### config.mk
export PLATFORM = sky130hd
export DESIGN_NAME = telemetry_frame_tx
export DESIGN_NICKNAME = d
export VERILOG_FILES = /design/src/rtl/telemetry_frame_tx.sv
export SDC_FILE = /design/constraint.sdc
export NUM_CORES = 1
export LEC_CHECK = 0
export CORE_ASPECT_RATIO = 0.6
export CORE_MARGIN = 2
export CORE_UTILIZATION = 55
export DETAILED_ROUTE_END_ITERATION = 6
export GPL_ROUTABILITY_DRIVEN = 0
export GPL_TIMING_DRIVEN = 0
export MAX_ROUTING_LAYER = met4
export PLACE_DENSITY = 0.8
export RECOVER_POWER = 25
export SKIP_CTS_REPAIR_TIMING = 1
export SYNTH_ARGS = -nofsm -noshare
export SYNTH_HDL_FRONTEND = slang
export SYNTH_SLANG_ARGS = --single-unit
### constraint.sdc
create_clock -name CLK_10MHZ -period 2.7 [get_ports CLK_10MHZ]
set_input_delay 0.54 -clock CLK_10MHZ [delete_from_list [all_inputs] [get_ports CLK_10MHZ]]
set_output_delay 0.54 -clock CLK_10MHZ [all_outputs]
set_load 0.005 [all_outputs]
### src/rtl/telemetry_frame_tx.sv
// telemetry_frame_tx
// Snapshots NCH channels of CH_W bits and streams them to a byte-wide UART as
// uppercase hex ASCII: "<ch0> <ch1> ... <chN-1> " then CR LF.
// A frame starts on frame_req or on the free-running period counter wrapping
// (PERIOD = 0 turns the auto-trigger off). Triggers seen mid-frame are dropped
// and flagged in the sticky overrun bit.
// Optional build macro TLM_CHECKSUM_EN: adds two hex digits of the XOR of all
// preceding frame bytes just before CR LF.
module telemetry_frame_tx #(
    parameter int NCH    = 4,
    parameter int CH_W   = 12,
    parameter int PERIOD = 100000
) (
    input  logic                CLK_10MHZ,
    input  logic                rst_n,
    input  logic [NCH*CH_W-1:0] ch_data,
    input  logic                frame_req,
    input  logic                tx_busy,
    output logic                tx_start,
    output logic [7:0]          tx_data,
    output logic                frame_busy,
    output logic                frame_done,
    output logic                overrun,
    input  logic                overrun_clr
);

    localparam int DIG      = CH_W / 4;          // hex digits per channel
    localparam int DATA_LEN = NCH * (DIG + 1);   // digits plus trailing space per channel
`ifdef TLM_CHECKSUM_EN
    localparam int TAIL_LEN = 4;                 // two checksum digits, CR, LF
`else
    localparam int TAIL_LEN = 2;                 // CR, LF
`endif
    localparam int FRAME_LEN = DATA_LEN + TAIL_LEN;
    localparam int IDX_W     = $clog2(FRAME_LEN + 1);
    localparam int PC_W      = (PERIOD > 1) ? $clog2(PERIOD) : 1;

    localparam logic [2:0] ST_IDLE      = 3'd0;
    localparam logic [2:0] ST_LOAD      = 3'd1;
    localparam logic [2:0] ST_SEND      = 3'd2;
    localparam logic [2:0] ST_WAIT_ACK  = 3'd3;
    localparam logic [2:0] ST_WAIT_DONE = 3'd4;

    logic [2:0]          r_state;
    logic [NCH*CH_W-1:0] r_snap;
    logic [IDX_W-1:0]    r_idx;      // byte position within the frame
    logic [3:0]          r_ch;       // channel being emitted
    logic [3:0]          r_pos;      // digit within channel, DIG = the space
    logic [PC_W-1:0]     r_per_cnt;
    logic                r_tx_start;
    logic [7:0]          r_tx_data;
    logic                r_frame_busy;
    logic                r_frame_done;
    logic                r_overrun;
`ifdef TLM_CHECKSUM_EN
    logic [7:0]          r_csum;
`endif

    logic                w_auto;
    logic                w_trig;
    logic                w_in_data;
    logic                w_last;
    logic [3:0]          w_nib;
    logic [IDX_W-1:0]    w_tail;
    logic [7:0]          w_byte;

    // Nibble to uppercase ASCII hex digit.
    function automatic logic [7:0] hex_ascii(input logic [3:0] nib);
        if (nib < 4'd10) begin
            hex_ascii = {4'h3, nib};
        end else begin
            hex_ascii = 8'h37 + {4'h0, nib};
        end
    endfunction

    // Trigger sources: host request or period counter about to wrap; both in one cycle count once.
    always_comb begin
        w_auto = 1'b0;
        if (PERIOD > 0) begin
            w_auto = (r_per_cnt == PC_W'(PERIOD - 1));
        end else begin
            w_auto = 1'b0;
        end
        w_trig = frame_req | w_auto;
    end

    // Free-running period counter, wraps at PERIOD-1 regardless of frame activity.
    always_ff @(posedge CLK_10MHZ or negedge rst_n) begin
        if (!rst_n) begin
            r_per_cnt <= {PC_W{1'b0}};
        end else if (PERIOD == 0) begin
            r_per_cnt <= {PC_W{1'b0}};
        end else if (w_auto) begin
            r_per_cnt <= {PC_W{1'b0}};
        end else begin
            r_per_cnt <= r_per_cnt + PC_W'(1);
        end
    end

    // Select the next frame byte from the snapshot, position counters and checksum.
    always_comb begin
        w_in_data = (r_idx < IDX_W'(DATA_LEN));
        w_last    = (r_idx == IDX_W'(FRAME_LEN - 1));
        w_tail    = r_idx - IDX_W'(DATA_LEN);
        w_nib     = 4'h0;
        for (int c = 0; c < NCH; c++) begin
            for (int d = 0; d < DIG; d++) begin
                w_nib = w_nib | ({4{(r_ch == 4'(c)) && (r_pos == 4'(d))}}
                                 & r_snap[c*CH_W + (DIG-1-d)*4 +: 4]);
            end
        end
        w_byte = 8'h00;
        if (w_in_data) begin
            if (r_pos == 4'(DIG)) begin
                w_byte = 8'h20;
            end else begin
                w_byte = hex_ascii(w_nib);
            end
        end else begin
            case (w_tail)
`ifdef TLM_CHECKSUM_EN
                IDX_W'(0): w_byte = hex_ascii(r_csum[7:4]);
                IDX_W'(1): w_byte = hex_ascii(r_csum[3:0]);
                IDX_W'(2): w_byte = 8'h0D;
`else
                IDX_W'(0): w_byte = 8'h0D;
`endif
                default:   w_byte = 8'h0A;
            endcase
        end
    end

    // Frame sequencer: one UART handshake per byte, snapshot taken on the accepted trigger.
    always_ff @(posedge CLK_10MHZ or negedge rst_n) begin
        if (!rst_n) begin
            r_state      <= ST_IDLE;
            r_snap       <= {(NCH*CH_W){1'b0}};
            r_idx        <= {IDX_W{1'b0}};
            r_ch         <= 4'd0;
            r_pos        <= 4'd0;
            r_tx_start   <= 1'b0;
            r_tx_data    <= 8'h00;
            r_frame_busy <= 1'b0;
            r_frame_done <= 1'b0;
`ifdef TLM_CHECKSUM_EN
            r_csum       <= 8'h00;
`endif
        end else begin
            r_tx_start   <= 1'b0;
            r_frame_done <= 1'b0;
            case (r_state)
                ST_IDLE: begin
                    if (w_trig) begin
                        r_snap       <= ch_data;
                        r_idx        <= {IDX_W{1'b0}};
                        r_ch         <= 4'd0;
                        r_pos        <= 4'd0;
                        r_frame_busy <= 1'b1;
`ifdef TLM_CHECKSUM_EN
                        r_csum       <= 8'h00;
`endif
                        r_state      <= ST_LOAD;
                    end
                end
                ST_LOAD: begin
                    r_tx_data <= w_byte;
`ifdef TLM_CHECKSUM_EN
                    if (w_in_data) begin
                        r_csum <= r_csum ^ w_byte;
                    end
`endif
                    r_state <= ST_SEND;
                end
                ST_SEND: begin
                    if (!tx_busy) begin
                        r_tx_start <= 1'b1;
                        r_state    <= ST_WAIT_ACK;
                    end
                end
                ST_WAIT_ACK: begin
                    if (tx_busy) begin
                        r_state <= ST_WAIT_DONE;
                    end
                end
                ST_WAIT_DONE: begin
                    if (!tx_busy) begin
                        if (w_last) begin
                            r_frame_busy <= 1'b0;
                            r_frame_done <= 1'b1;
                            r_state      <= ST_IDLE;
                        end else begin
                            r_idx <= r_idx + IDX_W'(1);
                            if (w_in_data) begin
                                if (r_pos == 4'(DIG)) begin
                                    r_pos <= 4'd0;
                                    r_ch  <= r_ch + 4'd1;
                                end else begin
                                    r_pos <= r_pos + 4'd1;
                                end
                            end
                            r_state <= ST_LOAD;
                        end
                    end
                end
                default: begin
                    r_frame_busy <= 1'b0;
                    r_state      <= ST_IDLE;
                end
            endcase
        end
    end

    // Sticky overrun: a trigger while busy sets it; setting wins over a same-cycle clear.
    always_ff @(posedge CLK_10MHZ or negedge rst_n) begin
        if (!rst_n) begin
            r_overrun <= 1'b0;
        end else if (w_trig && r_frame_busy) begin
            r_overrun <= 1'b1;
        end else if (overrun_clr) begin
            r_overrun <= 1'b0;
        end else begin
            r_overrun <= r_overrun;
        end
    end

    assign tx_start   = r_tx_start;
    assign tx_data    = r_tx_data;
    assign frame_busy = r_frame_busy;
    assign frame_done = r_frame_done;
    assign overrun    = r_overrun;

endmodule

---- After elaboration in Yosys (flattened, before gate mapping) ----
Cells that the tools add are included.
W data, S select, Z words.
word-level totals
  word-level logic and storage cells ...... 127
  output and inout port bits .............. 12
  flip-flop bits (word level) ............. 93
  input port bits ......................... 53
cells by class
  multiplexer cells ....................... 37
  equality and inequality tests ........... 20
  reduce and logical (&&, ||, !) cells .... 26
  add/sub/neg operators ................... 6
  $lt $le $gt $ge ......................... 2
  bitwise gates (word level) .............. 25
operator list
  operator                 number
  $and A4 B4 Y4            12
  $or A4 B4 Y4             11
  $mux W4                  9
  $add A17 B1 Y17 const B  1
  $eq A17 B17 Y1 const B   1
  $mux W17                 1
  $eq A4 B2 Y1 const B     4
  $mux W8                  2
  $ne A2 B2 Y1 const B     8
  $pmux W4 S2              2
  $mux W3                  5
  $mux W5                  3
  $pmux W3 S5              1
  $logic_and A1 B1 Y1      13
  $reduce_and A4 Y1        3
  $mux W1                  11
  $pmux W5 S2              1
  $add A4 B1 Y4 const B    2
  $eq A4 B1 Y1 const B     2
  $logic_not A4 Y1         2
  $add A6 B4 Y7 const A    1
  $mux W7                  1
  $eq A3 B2 Y1 const B     2
  $reduce_and A6 Y1        1
  16 further kinds         17

---- Depth between registers and ports, before layout ----
  depth after elaboration ................. 18
  depth in mapped cells ................... 12
  mapped depth without buffers ............ 11

---- Worst setup path after synthesis ----
OpenSTA, ideal clock, no wires.
  path type ............................... reg2reg
  from .................................... register r_ch[1]
  to ...................................... register r_tx_data[4], in the netlist tx_data[4]
  setup time .............................. 0.121 ns
  stages on the path, launching flop included .. 13
  data arrival time ....................... 2.153 ns
  slack ................................... 0.426 ns
  clock period less this slack ............ 2.274 ns
  required time ........................... 2.579 ns
  buffers on the path ..................... 1
  path through ............................ dfrtp_1 > inv_1 > ha_1 > buf_2 > a22o_1 > a221oi_2 > o211ai_1 > nand2_1 > ha_1 > nor2_1 > a21oi_1 > nand2b_1 > a22o_1
on the way
  word-level cells in the longest chain between the ends .. 18
  elaborated cells between the ends (all ways) .. 44
  those cells by class .................... 1 x add/sub; 1 x order compare; 3 x eq/ne; 3 x mux; 23 x bitwise; 13 x reduce/logical
ends and longest elaborated chain
  what                                           line    RTL
  start: declaration                             47      logic [3:0] r_ch;
  start signal: assignment                       196     r_ch <= r_ch + 4'd1;
  $logic_not A4 Y1                               108     w_nib = w_nib | ({4{(r_ch == 4'(c)) && (r_pos == 4'(d))}}
  $logic_and A1 B1 Y1                            108
  $and A4 B4 Y4                                  109     & r_snap[c*CH_W + (DIG-1-d)*4 +: 4]);
  $or A4 B4 Y4 (10 in a row)                     108
  $or A4 B4 Y4 (*)                               108
  $add A6 B4 Y7 or $lt A4 B4 Y1 (tied branches)  72, 69
  $mux W7 (*)                                    69      if (nib < 4'd10) begin
  $mux W8 (*)                                    114     if (r_pos == 4'(DIG)) begin
  $mux W8 (*)                                    113     if (w_in_data) begin
  end signal: assignment                         166     r_tx_data <= w_byte;
  end: declaration                               51      logic [7:0] r_tx_data;
Every way passes the cells marked *; elsewhere a longest branch is shown, timed or not.
A chain may end at the register's enable or synchronous reset.

---- Final worst setup path ----
  from .................................... register r_ch[0]
  to ...................................... register r_tx_data[4], in the netlist tx_data[4]
Same word-level chain as after synthesis.

==> run_results.csv <==
group,metric,value,unit
run_status,status,"complete, but fails checks",
run_status,violations,"design-rule violations",
logic_synthesis,ys_warn_count,0,
finish,nets,521,
timing,relSlewSlack,0.286,
finish,final_cell_mix,"91 x dfrtp_1, 62 x clkdlybuf4s50_1, 28 x nor2_1",
global_routing,grtUsageTotal,0.254,
critical_path,worstPathMaxFanout,10,
critical_path,reg2reg_setup_slack,0.16,ns
finish,regArea,2300,um2
floorplan,die_w,122,um
logic_synthesis,synth_edf_count,0,
finish,multi_input_area,2110,um2
finish,layout_commonest_cell,"dfrtp_1",
floorplan,core.rowCount,25,
route,viasPerCell,5.83,
global_routing,grt.overflow.total,0,
critical_path,endpoint_kind,"flop",
cts,clk_latency,0.35,ns
timing,clock.fmax,0.394,GHz
floorplan,fp.dieArea,9060,um2
route,num_vias,3311,
cts,clock-sinks,92,
finish,antenna_cells,0,
pwr,leakagePower,2.48,nW
hold_path,hold_path_class,"input pin to asynchronous set/reset pin",
logic_synthesis,synth_cell_types,56,
route,drt_iter0_drc,329,
cts,tritoncts,"done",
finish,syn_to_final_growth,24.4,%
logic_synthesis,syn_inst,379,
timing,worstMarginPinSlew,1.07,ns
place,dp_hpwl,7.51,mm
timing,skew,0.0102,ns
timing,setup_viol,0,
route,first_pass_iters,7,
global_routing,grt_max_degree,73,
critical_path,required,2.93,ns
pwr,p_total,0.00526,W
logic_synthesis,ys_seq_elements,92,
logic_synthesis,seq_area_frac_synth,0.505,
critical_path,rr_worst_depth,12,
cts,clockRootBuffer,"clkbuf_16",
route,wire_per_inst,18.2,um
critical_path,start_kind,"flop",
floorplan,core_area,7950,um2
logic_synthesis,syn_area_per_cell,12.0,um2
place,placed_area,5350,um2
global_routing,grt_first_pass_wirelength,16.5,mm
finish,fillers,562,
critical_path,r2r-start,"r_ch[0]$_DFFE_PN0P_",
cts,htreeDepth,3,
pwr,ir_worst_vdd,0.559,mV
critical_path,cp.arrival,2.77,ns
finish,drive_gt1_frac,0.207,
cts,cts_buffers,9,
timing,fin_crit_sh,0.940,
logic_synthesis,ys_async_sr_fraction,1.00,
timing,hold_viol_final,0,
floorplan,start_util,0.574,
floorplan,ioPinCount,65,
route,drc,1,
timing,setup-tns-final,0,ns
cts,clock_path_buffers,2,
logic_synthesis,synth_fp_nets,445,
route,drt_wl_total,10.3,mm
logic_synthesis,synthFlopType,"dfrtp_1",
global_routing,antenna_found_initial,0,
cts,cts.clk_slew.worst_paths,0.06,ns
timing,finalCriticalPeriod,2.54,ns
logic_synthesis,synthesis.area,4560,um2
floorplan,die_y,74.5,um
critical_path,critPathKind,"flop to flop",
pwr,power.density,928,nW/um2
run,drv_cap,0,
global_routing,first_global_vias,3224,
timing,slew_viol_final,0,
finish,fin_area,5670,um2
critical_path,r2r-end,"tx_data[4]$_DFFE_PN0P_",
place,io_buffer_count,63,
route,ant_nets,0,
==> layout make-up <==
type / count / share of cell area
clock buffer: 13 / 0.0477
buffer: 14 / 0.0247
sequential: 92 / 0.406
multi-input combinational: 260 / 0.373
tap: 108 / 0.0238
timing repair buffer: 65 / 0.113
clock inverter: 3 / 0.00353
inverter: 13 / 0.00861
==> cell families (layout without fill, tap and decap cells) <==
| kind of cell | after synthesis | in the layout | synth area share |
|---|---|---|---|
| other cells | 1 | 1 | 0.000823 |
| fa+ha+maj | 13 | 13 | 0.0357 |
| buf+inv | 27 | 108 | 0.0387 |
| compound gates | 68 | 68 | 0.116 |
| xor+xnor | 22 | 22 | 0.0423 |
| simple gates | 108 | 108 | 0.126 |
| mux | 48 | 48 | 0.135 |
| flops | 92 | 92 | 0.505 |
==> routing by layer <==
layer	vias up	share of wire	track usage
met4	0	0.0090	0.0677
met1	1664	0.48	0.341
met3	13	0.057	0.0637
li1	1524	-	-
met2	110	0.45	0.390
met5	-	0	-
==> cell usage after synthesis (all sizes together), types with 7 or more instances <==
cell | count | area (um2)
a21oi | 7 | 38.8
mux2 | 48 | 616
xor2 | 16 | 140
buf | 12 | 120
nand4 | 13 | 81.3
nor3 | 8 | 40.0
ha | 13 | 163
o21ai | 19 | 95.1
a22o | 18 | 158
nand3 | 12 | 65.1
nand2 | 25 | 101
inv | 13 | 48.8
nor2 | 29 | 111
dfrtp | 92 | 2300
==> through the flow <==
stage / setup WS [ns] / util / std cells / hold WS (ns)
finish: 0.163 / 0.714 / 568 / 0.371
global route: -0.00186 / 0.714 / 568 / 0.468
CTS: -0.0798 / 0.710 / 567 / 0.0809
detailed placement: -0.0677 / 0.673 / 551 / 0.447
global placement: -2.21 / 0.670 / 550 / 0.466
floorplan: 0.426 / - / 379 / 0.244
==> state kept, by name, indices dropped and copies added, names as in the netlist <==
signal / count
r_snap: 48
r_per_cnt: 17
tx_data: 7
r_idx: 5
r_ch: 4
r_pos: 4
r_state: 3
frame_busy: 1
frame_done: 1
overrun: 1
tx_start: 1
==> worst max path at each step <==
stage	start	to	slack, ns	cells past startpoint
after global routing	r_ch[1]$_DFFE_PN0P_	tx_data[4]$_DFFE_PN0P_	-0.002	12
after detailed placement	r_ch[1]$_DFFE_PN0P_	tx_data[4]$_DFFE_PN0P_	-0.07	12
after global placement	rst_n	r_snap[1]$_DFFE_PN0P_	-2.21	1
after floorplan	r_ch[1]$_DFFE_PN0P_	tx_data[4]$_DFFE_PN0P_	0.43	12
final	r_ch[0]$_DFFE_PN0P_	tx_data[4]$_DFFE_PN0P_	0.16	12
after CTS	r_ch[1]$_DFFE_PN0P_	tx_data[4]$_DFFE_PN0P_	-0.08	12
==> report_power, final <==
part           internal [W]  switching, W  total, W
clock              0.000698      0.000513   0.00121
sequential          0.00186      0.000317   0.00218
combinational       0.00108      0.000792   0.00187
==> worst max-delay path, cell delays in order, from the launching register on <==
cell      delay, ns
dfrtp_2        0.45
inv_2          0.10
ha_2           0.21
buf_4          0.19
a22o_1         0.17
a22oi_1        0.09
o211ai_1       0.28
nand2_1        0.16
ha_2           0.22
nor2_1         0.09
a21oi_1        0.08
nand2b_1       0.17
a22o_1         0.20
Power figures use the tool's default switching activity.
